`config.mk`:
```
export PLATFORM = sky130hd
export DESIGN_NAME = delay_circuit_sequencer
export DESIGN_NICKNAME = d
export VERILOG_FILES = /design/src/rtl/dcs_pkg.sv /design/src/rtl/dcs_settle_timer.sv /design/src/rtl/delay_circuit_sequencer.sv
export SDC_FILE = /design/constraint.sdc
export NUM_CORES = 1
export LEC_CHECK = 0
export ABC_AREA = 1
export CAP_MARGIN = 5
export CELL_PAD_IN_SITES_DETAIL_PLACEMENT = 2
export CELL_PAD_IN_SITES_GLOBAL_PLACEMENT = 2
export CORE_ASPECT_RATIO = 2
export CORE_MARGIN = 1.5
export CORE_UTILIZATION = 29
export DETAILED_ROUTE_END_ITERATION = 12
export PLACE_DENSITY_LB_ADDON = 0.3
export SLEW_MARGIN = 0
export SYNTH_ARGS = -nofsm -noshare
export SYNTH_HDL_FRONTEND = slang
export SYNTH_SLANG_ARGS = --single-unit
```
`constraint.sdc`:
```
create_clock -name clk -period 1.9 [get_ports clk]
set_clock_uncertainty 0.15 [all_clocks]
set_input_delay 0.38 -clock clk [delete_from_list [all_inputs] [get_ports clk]]
set_output_delay 0.38 -clock clk [all_outputs]
set_load 0.01 [all_outputs]
```
`src/rtl/dcs_pkg.sv`:
```
// Shared types and golden model for the gate-delay circuit sequencer.
// Golden behaviour of the circuit under test: x = (A&B) | ~C, y = ~C.
package dcs_pkg;

    typedef enum logic [2:0] {
        IDLE   = 3'd0,
        DRIVE  = 3'd1,
        SETTLE = 3'd2,
        SAMPLE = 3'd3,
        DONE   = 3'd4
    } dcs_state_e;

    localparam logic [2:0] VEC_LAST = 3'd7;

    // vec is {A,B,C}; result is {x,y}
    function automatic logic [1:0] dcs_golden(input logic [2:0] vec);
        return {(vec[2] & vec[1]) | ~vec[0], ~vec[0]};
    endfunction

endpackage

```
`src/rtl/dcs_settle_timer.sv`:
```
// Loadable down-counter that times the settle window of each test vector.
// Counts down to zero and holds there; zero is asserted while the count is 0.
module dcs_settle_timer #(
    parameter int W = 4
) (
    input  logic         clk,
    input  logic         rst,
    input  logic         load,
    input  logic [W-1:0] load_val,
    input  logic         dec,
    output logic         zero
);

    logic [W-1:0] count;

    always_ff @(posedge clk or posedge rst) begin
        if (rst) begin
            count <= '0;
        end else if (load) begin
            count <= load_val;
        end else if (dec && (count != '0)) begin
            count <= count - 1'b1;
        end
    end

    assign zero = (count == '0);

endmodule

```
`src/rtl/delay_circuit_sequencer.sv`:
```
// Sweeps all eight {A,B,C} vectors into the gate-delay circuit, waits for it to settle,
// and checks x/y against the golden model. Optional macro: DCS_FAIL_CAPTURE_EN.
module delay_circuit_sequencer
    import dcs_pkg::*;
#(
    parameter int SETTLE_CYCLES = 8,
    parameter int CNT_W         = 8
) (
    input  logic             clk,
    input  logic             rst,
    input  logic             start,
    input  logic             abort,
    output logic             dut_a,
    output logic             dut_b,
    output logic             dut_c,
    input  logic             dut_x,
    input  logic             dut_y,
    output logic             busy,
    output logic             done,
    output logic             pass,
    output logic [CNT_W-1:0] err_cnt,
    output logic [2:0]       cur_vec
`ifdef DCS_FAIL_CAPTURE_EN
    ,
    output logic             first_fail_vld,
    output logic [2:0]       first_fail_vec,
    output logic [1:0]       first_fail_xy
`endif
);

    localparam int TW = $clog2(SETTLE_CYCLES + 1);

    dcs_state_e state;
    logic       timer_zero;
    logic       mismatch;
    logic       accept_start;

    // Timer is armed in DRIVE so that SETTLE lasts exactly SETTLE_CYCLES clocks
    dcs_settle_timer #(.W(TW)) u_timer (
        .clk      (clk),
        .rst      (rst),
        .load     (state == DRIVE),
        .load_val (TW'(SETTLE_CYCLES - 1)),
        .dec      (state == SETTLE),
        .zero     (timer_zero)
    );

    assign mismatch     = ({dut_x, dut_y} != dcs_golden(cur_vec));
    assign accept_start = start && !abort && ((state == IDLE) || (state == DONE));

    always_ff @(posedge clk or posedge rst) begin
        if (rst) begin
            state                   <= IDLE;
            {dut_a, dut_b, dut_c}   <= 3'b000;
            err_cnt                 <= '0;
            cur_vec                 <= 3'd0;
        end else if (abort) begin
            // err_cnt is deliberately kept so an aborted sweep can still be inspected
            state                   <= IDLE;
            {dut_a, dut_b, dut_c}   <= 3'b000;
            cur_vec                 <= 3'd0;
        end else begin
            case (state)
                IDLE, DONE: begin
                    if (start) begin
                        state                 <= DRIVE;
                        cur_vec               <= 3'd0;
                        err_cnt               <= '0;
                        {dut_a, dut_b, dut_c} <= 3'b000;
                    end
                end
                DRIVE: begin
                    state <= SETTLE;
                end
                SETTLE: begin
                    if (timer_zero) begin
                        state <= SAMPLE;
                    end
                end
                SAMPLE: begin
                    if (mismatch && (err_cnt != {CNT_W{1'b1}})) begin
                        err_cnt <= err_cnt + 1'b1;
                    end
                    if (cur_vec == VEC_LAST) begin
                        state <= DONE;
                    end else begin
                        state                 <= DRIVE;
                        cur_vec               <= cur_vec + 3'd1;
                        {dut_a, dut_b, dut_c} <= cur_vec + 3'd1;
                    end
                end
                default: begin
                    state <= IDLE;
                end
            endcase
        end
    end

    assign busy = (state == DRIVE) || (state == SETTLE) || (state == SAMPLE);
    assign done = (state == DONE);
    assign pass = done && (err_cnt == '0);

`ifdef DCS_FAIL_CAPTURE_EN
    // Only the first failure of a sweep is kept; abort leaves it visible
    always_ff @(posedge clk or posedge rst) begin
        if (rst) begin
            first_fail_vld <= 1'b0;
            first_fail_vec <= 3'd0;
            first_fail_xy  <= 2'b00;
        end else if (accept_start) begin
            first_fail_vld <= 1'b0;
            first_fail_vec <= 3'd0;
            first_fail_xy  <= 2'b00;
        end else if (!abort && (state == SAMPLE) && mismatch && !first_fail_vld) begin
            first_fail_vld <= 1'b1;
            first_fail_vec <= cur_vec;
            first_fail_xy  <= {dut_x, dut_y};
        end
    end
`endif

endmodule

```
==> flow_summary.json <==
{
  "clkTransAtPathRegs_ns": 0.08,
  "finalSetupViolations": 0,
  "synth-edff-count": 0,
  "grt-ovfl-total": 0,
  "cpMaxStageDelayCell": "clkdlybuf4s50_1",
  "hold_viol": 0,
  "firstDrtPassIters": 4,
  "grt_pass1_vias": 1441,
  "yosysMostFrequentCell": "nand2_1",
  "yosysWarnings": 0,
  "startpoint_type": "flip-flop",
  "synth_common_cells": "nand2_1 (55), inv_1 (22), nand3_1 (21), dfrtp_1 (18), nor2_1 (17)",
  "synthCells": 176,
  "synth_area_um2": 1260,
  "syn_to_final_growth_pct": 34.8,
  "synth_seq_cells": 18,
  "syn-num-nets": 187,
  "hold_class": "in2async",
  "die_w_um": 49.7,
  "cts_buffers": 3,
  "synthMuxAreaShare_pct": 0,
  "num_vias": 1299,
  "synth-compound-area-share_pct": 5.64,
  "initial_core_util_pct": 30.6,
  "peakVddDrop_mv": 0.426,
  "cts_tree": "yes",
  "hold_buffers": 0,
  "dpl.hpwl_um": 3460,
  "synthTopCellsByArea": "dfrtp_1 (36%), nand2_1 (16%), nand3_1 (8.3%)",
  "design_area_um2": 1710,
  "ios": 23,
  "drive_above_1_share_pct": 21.6,
  "diodes": 0,
  "grt_max_degree": 19,
  "ys.flop_type": "dfrtp_1",
  "yosys.area_share.adder_pct": 4.95,
  "synth_largest_area_cell": "dfrtp_1",
  "num_rows": 33,
  "synth_xor_area_share_pct": 1.38,
  "r2r_setup_slack_ns": 0.17,
  "drc_errors": 0,
  "syn_area_per_cell_um2": 7.19,
  "p_leak_nw": 0.927,
  "p_per_area_nw_per_um2": 790,
  "r2r_cells": 9,
  "rsz0062_at_grt": "true",
  "yosys.area.top_type_share_pct": 35.6,
  "port_buffers": 22,
  "utilization_pct": 41.3,
  "postPlaceCellArea_um2": 1640,
  "end_kind": "primary output",
  "fp.dieH_um": 96.4,
  "drv_cap": 0,
  "clkLatencyLatePin_ns": 0.26,
  "ys_types": 25,
  "htree_levels": 1,
  "crit_chain": "buf_4 > clkdlybuf4s50_1",
  "die-area_um2": 4790,
  "cp.arrival_ns": 1.33,
  "drtIter0Drc": 7,
  "rr_startpoint": "state[2]",
  "core_um2": 4130,
  "path_class": "reg2out",
  "vias_per_cell": 4.90,
  "fillers": 504,
  "fin_crit_sh_pct": 97.9,
  "antenna_found_initial": 0,
  "routedWlPerCell_um": 15.9,
  "max_stage_delay_ns": 0.54,
  "final-max-slew-violation-count": 0,
  "finalPower_mw": 1.35,
  "fin_nets": 225,
  "max_slew_margin_pct": 74.3,
  "fmax_ghz": 0.537,
  "clockBufferDepth": 2,
  "synth_top_family_by_area": "simple AND/OR/NAND/NOR gates",
  "wirelength_um": 4200,
  "critPathRequiredTime_ns": 1.37,
  "async_reset_ff_share_pct": 100,
  "track_usage_pct": 19.7,
  "r2r_end": "err_cnt[7]",
  "post_cts_buffers": 0,
  "clockRootBuffer": "clkbuf_8",
  "ys_seq_area_share_pct": 35.6,
  "tightest_slew_ns": 0.384,
  "cts.sinks": 18,
  "min_period_ns": 1.86,
  "status": "complete, no violations",
  "crit_path_max_fanout": 7,
  "antenna_left": 0,
  "gp_congestion": 0.833,
  "grt_pass1_wl_um": 7040,
  "synth_simple_gate_area_share_pct": 43.1
}
-- cells by family after synthesis --
family / count (synthesis)
flip-flops: 18
AO/OA/AOI/OAI: 11
XOR/XNOR: 2
AND/OR/NAND/NOR: 112
adder cells (fa/ha/maj): 5
buffers and inverters: 28
-- sequential cells by signal, summed over array words and instances (netlist names) --
register       cells
dut_a              1
cur_vec            2
state              3
err_cnt            8
u_timer.count      4
-- repair_timing --
item | in CTS | in global routing
gates cloned | 0 | 0
gates resized for setup | 7 | 10
setup endpoints to repair | 3 | 3
pin swaps | 0 | 2
-- layout by cell type, fill, tap and decap left out, types with 2 or more instances in the layout --
cell	synthesis	routed
nand2_4	6	6
nand2_2	5	6
dlymetal6s2s_1	0	2
dfrtp_1	18	18
inv_1	22	20
ha_1	5	4
clkbuf_8	0	4
a21oi_1	2	2
xor2_1	2	2
nor2_1	17	17
o21ai_0	4	4
buf_4	3	15
o21ai_2	3	3
inv_2	2	4
clkdlybuf4s50_1	0	17
nand3_1	21	21
nand2_1	55	54
-- critical path: cells and delay by family, from the launching register on --
family | cells | cell delay (ns)
flops | 1 | 0.37
buf+inv | 2 | 0.70
-- layout make-up --
type / count / area [um^2] / share of cell area, %
Clock buffer: 4 / 55.1 / 3.23
Inverter: 24 / 90.1 / 5.28
Multi-Input combinational cell: 130 / 718 / 42.1
Sequential cell: 18 / 450 / 26.4
Tap cell: 52 / 65.1 / 3.82
Timing Repair Buffer: 37 / 327 / 19.1
-- routing by layer --
| layer | up-vias | GRT usage (%) | part of all wire [%] |
|---|---|---|---|
| met2 | 13 | 42.9 | 64 |
| li1 | 618 | - | - |
| met1 | 663 | 17.6 | 33 |
| met4 | 0 | 6.94 | 1.4 |
| met5 | - | 0 | 0 |
| met3 | 5 | 2.00 | 1.4 |
-- worst max-delay path by stage --
| stage | start | endpoint | slack (ns) | depth (start not counted) |
|---|---|---|---|---|
| floorplan | err_cnt[0] | pass | 0.25 | 4 |
| global placement | err_cnt[0] | pass | -0.01 | 5 |
| detailed placement | err_cnt[0] | pass | -0.03 | 5 |
| CTS | err_cnt[2] | err_cnt[2] | 0.03 | 2 |
| global route | err_cnt[1] | pass | -0.03 | 5 |
| finish | err_cnt[3] | err_cnt[3] | 0.04 | 2 |
-- through the flow --
stage | cells | setup TNS (ns) | hold slack [ns] | setup slack (ns)
floorplan | 176 | 0 | 0.169 | 0.251
global placement | 261 | -0.0144 | 0.361 | -0.0144
detailed placement | 261 | -0.0352 | 0.377 | -0.0328
CTS | 265 | 0 | 0.314 | 0.0297
global route | 265 | -0.0319 | 0.325 | -0.0319
finish | 265 | 0 | 0.296 | 0.0395
-- power by group --
part / leakage (nW) / switching (mW) / total (mW) / internal, mW
Clock: 0.0288 / 0.146 / 0.330 / 0.185
Combinational: 0.658 / 0.351 / 0.548 / 0.197
Sequential: 0.240 / 0.0328 / 0.468 / 0.436
Total: 0.927 / 0.530 / 1.35 / 0.817
(Power assumes the default switching activity.)
